**src/rtl/lzd_denorm_shift.sv**
```systemverilog
// lzd_denorm_shift
//
// Purpose:
//   Undoes a normalization. A normalized mantissa is right-shifted by a
//   count, which is normally the leading-zero count produced by the
//   detector tree, to bring it back to fixed-point alignment. A sticky bit
//   records whether any 1 bit was shifted out, for use in downstream
//   rounding. The shifter is a three-stage pipeline:
//     S1 shifts by 4*cnt[SW-1:2]
//     S2 shifts by 2*cnt[1]
//     S3 shifts by cnt[0]
//   Each side uses a valid/ready handshake. A beat moves forward whenever
//   the next stage is empty or is itself moving, so bubbles collapse even
//   while the output is stalled.
//
// Ports:
//   clk         system clock, rising edge
//   rst         asynchronous reset, active-high
//   in_valid    input beat present
//   in_ready    a beat can be accepted this cycle
//   in_data     normalized mantissa [W-1:0]
//   in_cnt      right-shift amount [SW-1:0], 0..W-1
//   in_zero     input is zero; forces the result to 0 with sticky=0
//   out_valid   output beat present
//   out_ready   downstream accepts the beat
//   out_data    in_data >> in_cnt (logical shift)
//   out_sticky  OR of all the bits shifted out
//   out_zero    registered copy of in_zero

module lzd_denorm_shift #(
   parameter  int W  = 32,
   localparam int SW = $clog2(W)
) (
   input  logic          clk,
   input  logic          rst,
   input  logic          in_valid,
   output logic          in_ready,
   input  logic [W-1:0]  in_data,
   input  logic [SW-1:0] in_cnt,
   input  logic          in_zero,
   output logic          out_valid,
   input  logic          out_ready,
   output logic [W-1:0]  out_data,
   output logic          out_sticky,
   output logic          out_zero
);

   // stage registers
   logic          v1, v2, v3;
   logic [W-1:0]  d1, d2, d3;
   logic [1:0]    c1;
   logic          c2;
   logic          st1, st2, st3;
   logic          z1, z2, z3;

   // handshake chain
   logic          adv1, adv2, adv3;
   logic          accept;

   assign adv3     = v3 & out_ready;
   assign adv2     = v2 & (~v3 | adv3);
   assign adv1     = v1 & (~v2 | adv2);
   assign in_ready = ~v1 | adv1;
   assign accept   = in_valid & in_ready;

   // stage 1 datapath: coarse shift by a multiple of four
   logic [SW-1:0] s1_amt;
   logic [W-1:0]  s1_data;
   logic          s1_sticky;

   always_comb begin
      s1_amt    = {in_cnt[SW-1:2], 2'b00};
      s1_data   = in_data >> s1_amt;
      // The bits that fall off are exactly those below bit position s1_amt.
      s1_sticky = |(in_data & ~({W{1'b1}} << s1_amt));
   end

   // stage 2 datapath: shift by 0 or 2
   logic [W-1:0]  s2_data;
   logic          s2_sticky;

   always_comb begin
      s2_data   = c1[1] ? (d1 >> 2) : d1;
      s2_sticky = st1 | (c1[1] & (|d1[1:0]));
   end

   // stage 3 datapath: shift by 0 or 1. A zero input overrides everything.
   logic [W-1:0]  s3_data;
   logic          s3_sticky;

   always_comb begin
      s3_data   = c2 ? (d2 >> 1) : d2;
      s3_sticky = st2 | (c2 & d2[0]);
      if (z2) begin
         s3_data   = '0;
         s3_sticky = 1'b0;
      end
   end

   always_ff @(posedge clk or posedge rst) begin
      if (rst) begin
         v1  <= 1'b0;
         d1  <= '0;
         c1  <= '0;
         st1 <= 1'b0;
         z1  <= 1'b0;
      end else if (accept) begin
         v1  <= 1'b1;
         d1  <= s1_data;
         c1  <= in_cnt[1:0];
         st1 <= s1_sticky;
         z1  <= in_zero;
      end else if (adv1) begin
         v1  <= 1'b0;
      end
   end

   always_ff @(posedge clk or posedge rst) begin
      if (rst) begin
         v2  <= 1'b0;
         d2  <= '0;
         c2  <= 1'b0;
         st2 <= 1'b0;
         z2  <= 1'b0;
      end else if (adv1) begin
         v2  <= 1'b1;
         d2  <= s2_data;
         c2  <= c1[0];
         st2 <= s2_sticky;
         z2  <= z1;
      end else if (adv2) begin
         v2  <= 1'b0;
      end
   end

   always_ff @(posedge clk or posedge rst) begin
      if (rst) begin
         v3  <= 1'b0;
         d3  <= '0;
         st3 <= 1'b0;
         z3  <= 1'b0;
      end else if (adv2) begin
         v3  <= 1'b1;
         d3  <= s3_data;
         st3 <= s3_sticky;
         z3  <= z2;
      end else if (adv3) begin
         v3  <= 1'b0;
      end
   end

   assign out_valid  = v3;
   assign out_data   = d3;
   assign out_sticky = st3;
   assign out_zero   = z3;

endmodule

```
**config.mk**
```make
export PLATFORM = sky130hd
export DESIGN_NAME = lzd_denorm_shift
export DESIGN_NICKNAME = d
export VERILOG_FILES = /design/src/rtl/lzd_denorm_shift.sv
export SDC_FILE = /design/constraint.sdc
export NUM_CORES = 1
export LEC_CHECK = 0
export ABC_CLOCK_PERIOD_IN_PS = 4000
export CAP_MARGIN = 5
export CORE_UTILIZATION = 40
export CTS_CLUSTER_SIZE = 10
export DETAILED_ROUTE_END_ITERATION = 6
export PLACE_DENSITY = 0.62
export SLEW_MARGIN = 20
export SYNTH_ARGS = -nofsm -noshare
export SYNTH_HDL_FRONTEND = slang
export SYNTH_SLANG_ARGS = --single-unit
export TNS_END_PERCENT = 5
```
**constraint.sdc**
```tcl
create_clock -name clk -period 4 [get_ports clk]
set_input_delay 0.6 -clock clk [delete_from_list [all_inputs] [get_ports clk]]
set_output_delay 0.6 -clock clk [all_outputs]
set_load 0.01 [all_outputs]
```
==> flow_metrics.py, run 1 <==
metrics = {
    "clock_network": {
        "clk_pin_slew_ns": 0.07,
        "root_buffer": "clkbuf_16",
        "tritoncts": "built",
        "clkLatencyLatePin_ns": 0.34,
        "ctsLongestPathBuffers": 2,
        "h-tree-depth": 3,
        "post_cts_buffers": 0,
        "cts_resized": 0,
        "cts_buffers": 9,
        "clock-sinks": 108,
        "cts-hold-fix-buffers": 0,
    },
    "outcome": {
        "status": "finished clean",
    },
    "logic_synthesis": {
        "synth.most_common_cell": "nand2_1",
        "synth_edf_count": 0,
        "ys_ff_latch": 108,
        "yosys.area.top_type": "dfrtp_1",
        "synth-seq-area-share_pct": 48.3,
        "synthDistinctLibCells": 35,
        "ys_warn_count": 0,
        "netlist_instances": 535,
        "ys_top_cells_by_count": "123 x nand2_1, 108 x dfrtp_1, 80 x mux2i_1",
        "syn_nets": 577,
        "synth_flop_cell": "dfrtp_1",
        "avgSynthCellArea_um2": 10.4,
        "yosysTopAreaCellShare_pct": 48.3,
        "async_flop_share_pct": 100,
        "syn_area_um2": 5590,
        "ys_top_cells_by_area": "dfrtp_1 48%, mux2i_1 14%, nand2_1 8.3%",
    },
    "global_route": {
        "gr-usage-met3_pct": 2.69,
        "grtUsageTotal_pct": 18.6,
        "grt.met2_usage_pct": 28.2,
        "grt_overflow_total": 0,
        "grt_max_degree": 69,
        "grt_antenna_before_repair": 0,
        "first_global_vias": 4014,
        "grt_pass1_wl_um": 21200,
        "busiest_layer": "met2",
        "use_met1_pct": 27.5,
    },
    "setup_path": {
        "cp.required_ns": 4.18,
        "end_kind": "flip-flop",
        "rr_startpoint": "v2",
        "crit_path_start_kind": "input pin",
        "critical_path_class": "input pin to flip-flop",
        "crit_slowest_cell": "clkdlybuf4s50_1",
        "crit_chain": "clkdlybuf4s50_1 -> buf_4 -> mux2i_1 -> mux2i_1 -> nand2_1 -> a31oi_1",
        "cp_common_cell": "mux2i_1",
        "r2r_end": "d1[19]",
        "cpPeakStageDelay_ns": 0.96,
        "worstPathMaxFanout": 14,
        "ff2ff_setup_slack_ns": 2.22,
        "r2r_cells": 4,
        "arrival_ns": 2.67,
    },
    "finish": {
        "areaGrowthSynthToFinish_pct": 20.9,
        "drive_above_1_share_pct": 7.07,
        "diodes": 0,
        "nets": 631,
    },
    "die": {
        "die_area_um2": 14500,
        "core_area_um2": 13500,
        "start_util_pct": 41.6,
        "placementRows": 42,
        "die_h_um": 120,
        "io_pins": 78,
        "fp.dieW_um": 120,
    },
    "sta": {
        "setup_viol": 0,
        "max-slew-margin-rel_pct": 29.9,
        "grt_setup_unrepaired": "false",
        "fin_crit_ns": 2.49,
        "drv_slew": 0,
        "finalCritPeriodShare_pct": 62.2,
        "skew_ns": 0.0118,
        "worst_pin_slew_ns": 1.05,
        "setup_slack_ns": 1.51,
        "fmax_mhz": 402,
        "hold_viol_final": 0,
        "tns_ns": 0,
    },
    "placement": {
        "gp_congestion": 0.831,
        "place_ws_ns": 1.15,
        "hpwl_um": 9310,
        "port_buffers": 77,
    },
    "pwr": {
        "powerDensity_nw_per_um2": 479,
        "peakVddDrop_v": 0.000244,
        "power_leakage_nw": 2.87,
    },
    "min_path": {
        "holdCritStartpoint": "out_data[22]",
        "hold_end": "out_data[22]",
        "min_delay_path_depth": 2,
        "hp-class": "flip-flop to flip-flop",
    },
    "detailed_routing": {
        "via_per_inst": 5.42,
        "wirelength_um": 12700,
        "first_pass_iters": 4,
        "drtIter0Drc": 215,
        "drc": 0,
        "vias": 4174,
        "wl_per_cell_um": 16.4,
        "ant_nets": 0,
    },
    "run": {
        "drv_cap": 0,
    },
}
==> per-layer routing <==
metal / routed length, um / vias to the layer above
met5: 0 / -
met4: 200 / 0
met3: 450 / 15
met2: 5640 / 95
met1: 6380 / 2016
li1: - / 2048
==> worst max-delay path by stage <==
stage | cells past startpoint | start | slack (ns) | end
floorplan | 1 | rst | 0.55 | c1[0]
global placement | 6 | in_cnt[2] | 1.19 | d1[2]
detailed placement | 5 | in_cnt[2] | 1.15 | d1[11]
CTS | 5 | in_cnt[2] | 1.51 | d1[11]
global route | 6 | in_cnt[2] | 1.38 | d1[3]
finish | 6 | in_cnt[2] | 1.51 | d1[2]
==> sequential cells by signal (all words and copies together), names as in the netlist <==
signal,flops
c1,2
c2,1
d1,32
d2,32
out_data,32
out_sticky,1
out_valid,1
out_zero,1
st1,1
st2,1
v1,1
v2,1
z1,1
z2,1
==> cells by family after synthesis <==
kind of cell           count (synthesis)  share of synthesized area [%]
multiplexers                          99                           22.0
AND/OR/NAND/NOR                      162                           12.0
buffers and inverters                 48                           4.43
AO/OA/AOI/OAI                        118                           13.3
flip-flops                           108                           48.3
==> through the flow <==
stage	cell area, um2	hold slack [ns]	utilization (%)	cells	total power, mW
final	6760	0.477	50.2	770	3.24
after global routing	6760	0.496	50.2	770	3.41
after detailed placement	6450	0.469	47.9	754	2.37
after CTS	6750	0.484	50.2	770	3.27
after floorplan	5590	0.442	-	535	1.99
after global placement	6450	0.457	47.9	754	2.34
==> cell usage in the layout (no fill, tap or decap), types with 3 or more instances in the layout <==
cell type / synthesis / final
o21ai_1: 7 / 7
a221oi_1: 3 / 3
o2bb2ai_1: 3 / 3
clkbuf_16: 0 / 9
mux2i_1: 80 / 80
dfrtp_1: 108 / 108
a21oi_1: 8 / 8
nor2_1: 17 / 17
clkdlybuf4s50_1: 0 / 77
a31oi_1: 6 / 6
o31ai_1: 33 / 33
nor3_1: 4 / 4
o41ai_1: 5 / 5
nor4_1: 6 / 6
nand2b_1: 6 / 6
mux4_1: 9 / 9
o21ai_0: 49 / 49
mux2_2: 3 / 3
mux4_2: 7 / 7
nand2_1: 123 / 121
buf_4: 3 / 11
==> worst max-delay path: cells and delay by family <==
family | cells | cell delay (ns)
simple gates | 1 | 0.12
buf+inv | 2 | 1.30
mux | 2 | 0.56
compound gates | 1 | 0.08
==> report_power, final <==
| group | switching (mW) | internal (mW) |
|---|---|---|
| Clock | 0.385 | 0.521 |
| Sequential | 0.170 | 1.30 |
| Combinational | 0.423 | 0.434 |
| Total | 0.978 | 2.26 |
==> cell type report <==
class / instances / area [um2]
Fill cell: 1289 / 6700
Sequential cell: 108 / 2700
Multi-Input combinational cell: 379 / 2650
Timing Repair Buffer: 89 / 873
Clock buffer: 13 / 260
Tap cell: 176 / 220
Clock inverter: 3 / 45.0
Inverter: 2 / 10.0
Note: power is estimated with default switching activity, not from simulation.
==> run 2, diff against run 1 <==
- ABC_CLOCK_PERIOD_IN_PS: 4000 -> 2100
- PLACE_DENSITY: 0.62 -> 0.65
- clock period: 4 -> 2.1 ns (I/O delays scaled with it)
==> run 2 against run 1 <==
Total power grew 85%. Core utilization increased by 0.73 points. Flip-flop and latch count is the same. Critical path depth is 3 lower. Global-route usage is 0.066 points higher. Register-to-register slack worse by 1.6 ns. Routed wire length is 0.36% higher. Clock skew shrank 0.0046 ns.
==> flow_metrics.py, run 2 (synthesis results as in run 1) <==
metrics = {
    "clock_network": {
        "tritoncts": "built",
        "clk_pin_slew_ns": 0.07,
        "clock-sinks": 108,
        "root_buffer": "clkbuf_16",
        "cts-hold-fix-buffers": 0,
        "clkLatencyLatePin_ns": 0.34,
        "h-tree-depth": 3,
        "ctsLongestPathBuffers": 2,
        "post_cts_buffers": 0,
        "cts_resized": 0,
        "cts_buffers": 9,
    },
    "global_route": {
        "grtUsageTotal_pct": 18.6,
        "grt_pass1_wl_um": 21600,
        "grt_max_degree": 109,
        "first_global_vias": 4150,
        "grt_antenna_before_repair": 0,
        "grt_overflow_total": 0,
    },
    "finish": {
        "drive_above_1_share_pct": 8.43,
        "layout_commonest_cell": "nand2_1",
        "areaGrowthSynthToFinish_pct": 22.6,
        "mostFrequentLayoutCells": "122 x nand2_1, 108 x dfrtp_1, 80 x mux2i_1",
        "nets": 643,
        "stdcell_count": 781,
        "diodes": 0,
    },
    "pwr": {
        "power_leakage_nw": 2.93,
        "p_total_mw": 5.98,
        "peakVddDrop_v": 0.000444,
        "powerDensity_nw_per_um2": 873,
    },
    "setup_path": {
        "worstPathMaxFanout": 4,
        "crit_chain": "clkdlybuf4s50_1 -> nand4b_1 -> clkdlybuf4s50_1",
        "critPathTopFamily": "buffers and inverters",
        "cp.required_ns": 1.78,
        "crit_cells": 3,
        "cpPeakStageDelay_ns": 0.57,
        "critical_path_class": "input pin to output port",
        "crit_slowest_cell": "clkdlybuf4s50_1",
        "arrival_ns": 1.57,
        "r2r_cells": 4,
        "end_kind": "output port",
        "rr_startpoint": "out_valid",
        "r2r_end": "out_data[6]",
        "ff2ff_setup_slack_ns": 0.65,
        "cp_common_cell": "clkdlybuf4s50_1",
        "path_buf_inv": 2,
        "crit_path_start_kind": "input pin",
    },
    "die": {
        "placementRows": 42,
        "fp.dieW_um": 120,
        "start_util_pct": 41.6,
        "core_area_um2": 13500,
        "io_pins": 78,
        "die_h_um": 120,
        "die_area_um2": 14500,
    },
    "sta": {
        "worst_pin_slew_ns": 0.577,
        "tns_ns": 0,
        "fin_crit_ns": 1.89,
        "setup_viol": 0,
        "grt_setup_unrepaired": "false",
        "hold_ws_ns": 0.476,
        "max-slew-margin-rel_pct": 61.5,
        "drv_slew": 0,
        "skew_ns": 0.00719,
        "hold_viol_final": 0,
        "fmax_mhz": 530,
        "finalCritPeriodShare_pct": 89.8,
    },
    "detailed_routing": {
        "first_pass_iters": 4,
        "wl_per_cell_um": 16.3,
        "vias": 4240,
        "wirelength_um": 12700,
        "drc": 0,
        "via_per_inst": 5.43,
        "drtIter0Drc": 256,
        "ant_nets": 0,
    },
    "min_path": {
        "hp-class": "input pin to asynchronous set/reset pin",
    },
    "outcome": {
        "status": "finished clean",
    },
    "placement": {
        "port_buffers": 77,
        "hpwl_um": 9200,
        "place_inst": 766,
        "gp_congestion": 0.864,
    },
    "run": {
        "drv_cap": 0,
    },
}
==> run 2: final cells by class <==
class | instances | area [um2]
Inverter | 2 | 11.3
Fill cell | 1260 | 6600
Multi-Input combinational cell | 379 | 2640
Clock buffer | 12 | 236
Tap cell | 176 | 220
Sequential cell | 108 | 2700
Clock inverter | 3 | 15.0
Timing Repair Buffer | 101 | 1030
==> run 2: worst max-delay path by stage <==
stage / from / endpoint / slack [ns]
2_1_floorplan: rst / c1[0] / 0.48
3_3_place_gp: in_cnt[2] / d1[8] / 0.05
3_5_place_dp: in_cnt[2] / d1[10] / 0.004
4_1_cts: out_ready / in_ready / 0.22
5_1_grt: out_ready / in_ready / 0.20
6_report: out_ready / in_ready / 0.21
==> run 2: worst min-delay path: stages <==
cell and delay [ns]:
clkdlybuf4s50_1 0.44, clkinvlp_4 0.10, buf_12 0.41
==> run 2: power by group <==
part | total [mW] | internal (mW) | switching (mW)
Sequential | 2.76 | 2.48 | 0.274
Clock | 1.49 | 0.793 | 0.698
Combinational | 1.73 | 0.876 | 0.855
Total | 5.98 | 4.15 | 1.83
==> run 2: metal layers <==
layer | GRT usage, % | share of wire, %
met1 | 27.6 | 51
met2 | 28.0 | 43
met3 | 1.79 | 3.8
met4 | 7.64 | 1.9
met5 | 0 | 0
==> run 2: stage by stage <==
stage | setup slack, ns | area [um2] | util, %
2_1_floorplan | 0.483 | 5590 | -
3_3_place_gp | 0.0539 | 6600 | 49.1
3_5_place_dp | 0.00447 | 6600 | 49.1
4_1_cts | 0.222 | 6850 | 50.9
5_1_grt | 0.197 | 6850 | 50.9
6_report | 0.214 | 6850 | 50.9
==> run 3, diff against run 2 <==
- REMOVE_ABC_BUFFERS: default -> 1
==> run 3 against run 2 <==
Final cell count is 0.90% lower. Hold slack got worse by 0.21 ns. Core utilization decreased by 0.20 points. Critical path depth is the same. Non-clock buffer count fell by 7.
==> flow_metrics.py, run 3 (synthesis results as in run 1) <==
metrics = {
    "finish": {
        "diodes": 0,
        "final_util_pct": 50.8,
        "stdcell_count": 774,
        "register_area_um2": 2700,
        "drive_above_1_share_pct": 7.86,
        "mostFrequentLayoutCells": "122 x nand2_1, 107 x dfrtp_1, 80 x mux2i_1",
        "layout_commonest_cell": "nand2_1",
        "fin_area_um2": 6830,
        "nets": 636,
        "areaGrowthSynthToFinish_pct": 22.1,
        "fillers": 1273,
        "multi_input_area_um2": 2640,
    },
    "detailed_routing": {
        "wl_met1_um": 5870,
        "route.met2.wl_um": 5820,
        "via_per_inst": 5.37,
        "wirelength_um": 12500,
        "drc": 0,
        "wl_met3_um": 623,
        "routed.top_layer": "met4",
        "vias": 4153,
        "ant_nets": 0,
        "first_pass_iters": 4,
        "wl_per_cell_um": 16.1,
        "drtIter0Drc": 248,
    },
    "placement": {
        "place_inst": 759,
        "gp_congestion": 1.00,
        "port_buffers": 77,
        "place_area_um2": 6560,
        "place_ws_ns": 0.158,
        "hpwl_um": 9120,
    },
    "sta": {
        "setup_slack_ns": 0.243,
        "skew_ns": 0.00585,
        "drv_slew": 0,
        "max-slew-margin-rel_pct": 59.1,
        "hold_ws_ns": 0.266,
        "tns_ns": 0,
        "finalCritPeriodShare_pct": 88.4,
        "grt_setup_unrepaired": "false",
        "worst_pin_slew_ns": 0.614,
        "setup_viol": 0,
        "hold_viol_final": 0,
        "fin_crit_ns": 1.86,
        "fmax_mhz": 539,
    },
    "clock_network": {
        "clock-sinks": 108,
        "ctsLongestPathBuffers": 2,
        "clkLatencyLatePin_ns": 0.34,
        "cts_buffers": 9,
        "tritoncts": "built",
        "root_buffer": "clkbuf_16",
        "post_cts_buffers": 0,
        "h-tree-depth": 3,
        "cts-hold-fix-buffers": 0,
        "clk_pin_slew_ns": 0.07,
        "cts_resized": 0,
    },
    "setup_path": {
        "crit_path_start_kind": "input pin",
        "critical_path_class": "input pin to output port",
        "setup.worst_path.start": "out_ready",
        "worstPathMaxFanout": 4,
        "cp.required_ns": 1.78,
        "rr_startpoint": "v2",
        "arrival_ns": 1.54,
        "end_kind": "output port",
    },
    "pwr": {
        "p_total_mw": 6.04,
        "powerDensity_nw_per_um2": 884,
        "power_leakage_nw": 2.90,
        "peakVddDrop_v": 0.000369,
    },
    "outcome": {
        "status": "finished clean",
    },
    "global_route": {
        "grt_antenna_before_repair": 0,
        "grt_max_degree": 57,
        "first_global_vias": 4017,
        "grt_pass1_wl_um": 20700,
        "grt_overflow_total": 0,
        "grtUsageTotal_pct": 18.3,
    },
    "die": {
        "placementRows": 42,
        "fp.dieW_um": 120,
        "core_area_um2": 13500,
        "die_area_um2": 14500,
        "start_util_pct": 41.6,
        "io_pins": 78,
        "die_h_um": 120,
    },
    "min_path": {
        "hp-class": "input pin to asynchronous set/reset pin",
    },
    "run": {
        "drv_cap": 0,
    },
}
[run 3: cell type report]
type	instances	share of cell area [%]
tap	176	3.23
multi-input combinational	379	38.7
sequential	108	39.6
clock inverter	3	0.348
timing repair buffer	94	14.4
clock buffer	12	3.61
inverter	2	0.147
[run 3: path summary, 6_finish.rpt]
| kind | endpoint | slack, ns | depth (start not counted) |
|---|---|---|---|
| min in group clk | out_data[24] | 0.48 | 2 |
| max reg2reg | d1[24] | 0.72 | 4 |
| min | d1[18] | 0.27 | 2 |
| max in group asynchronous | z2 | 1.22 | 3 |
| max | in_ready | 0.24 | 3 |
| min reg2reg | out_data[24] | 0.48 | 2 |
[run 3: power breakdown]
| part | switching, mW | internal (mW) | total [mW] |
|---|---|---|---|
| Clock | 0.724 | 0.834 | 1.56 |
| Sequential | 0.335 | 2.48 | 2.82 |
| Combinational | 0.798 | 0.864 | 1.66 |
| Total | 1.86 | 4.18 | 6.04 |
[run 3: layer usage]
layer | vias to the layer above | global-route usage [%]
met5 | - | 0
met3 | 11 | 3.30
met2 | 117 | 28.3
met1 | 1981 | 26.1
met4 | 0 | 5.40
li1 | 2044 | -
[run 3: worst max-delay path, stage by stage]
cell and delay [ns]:
clkdlybuf4s50_1 0.48, nand4b_1 0.18, clkdlybuf4s50_1 0.57
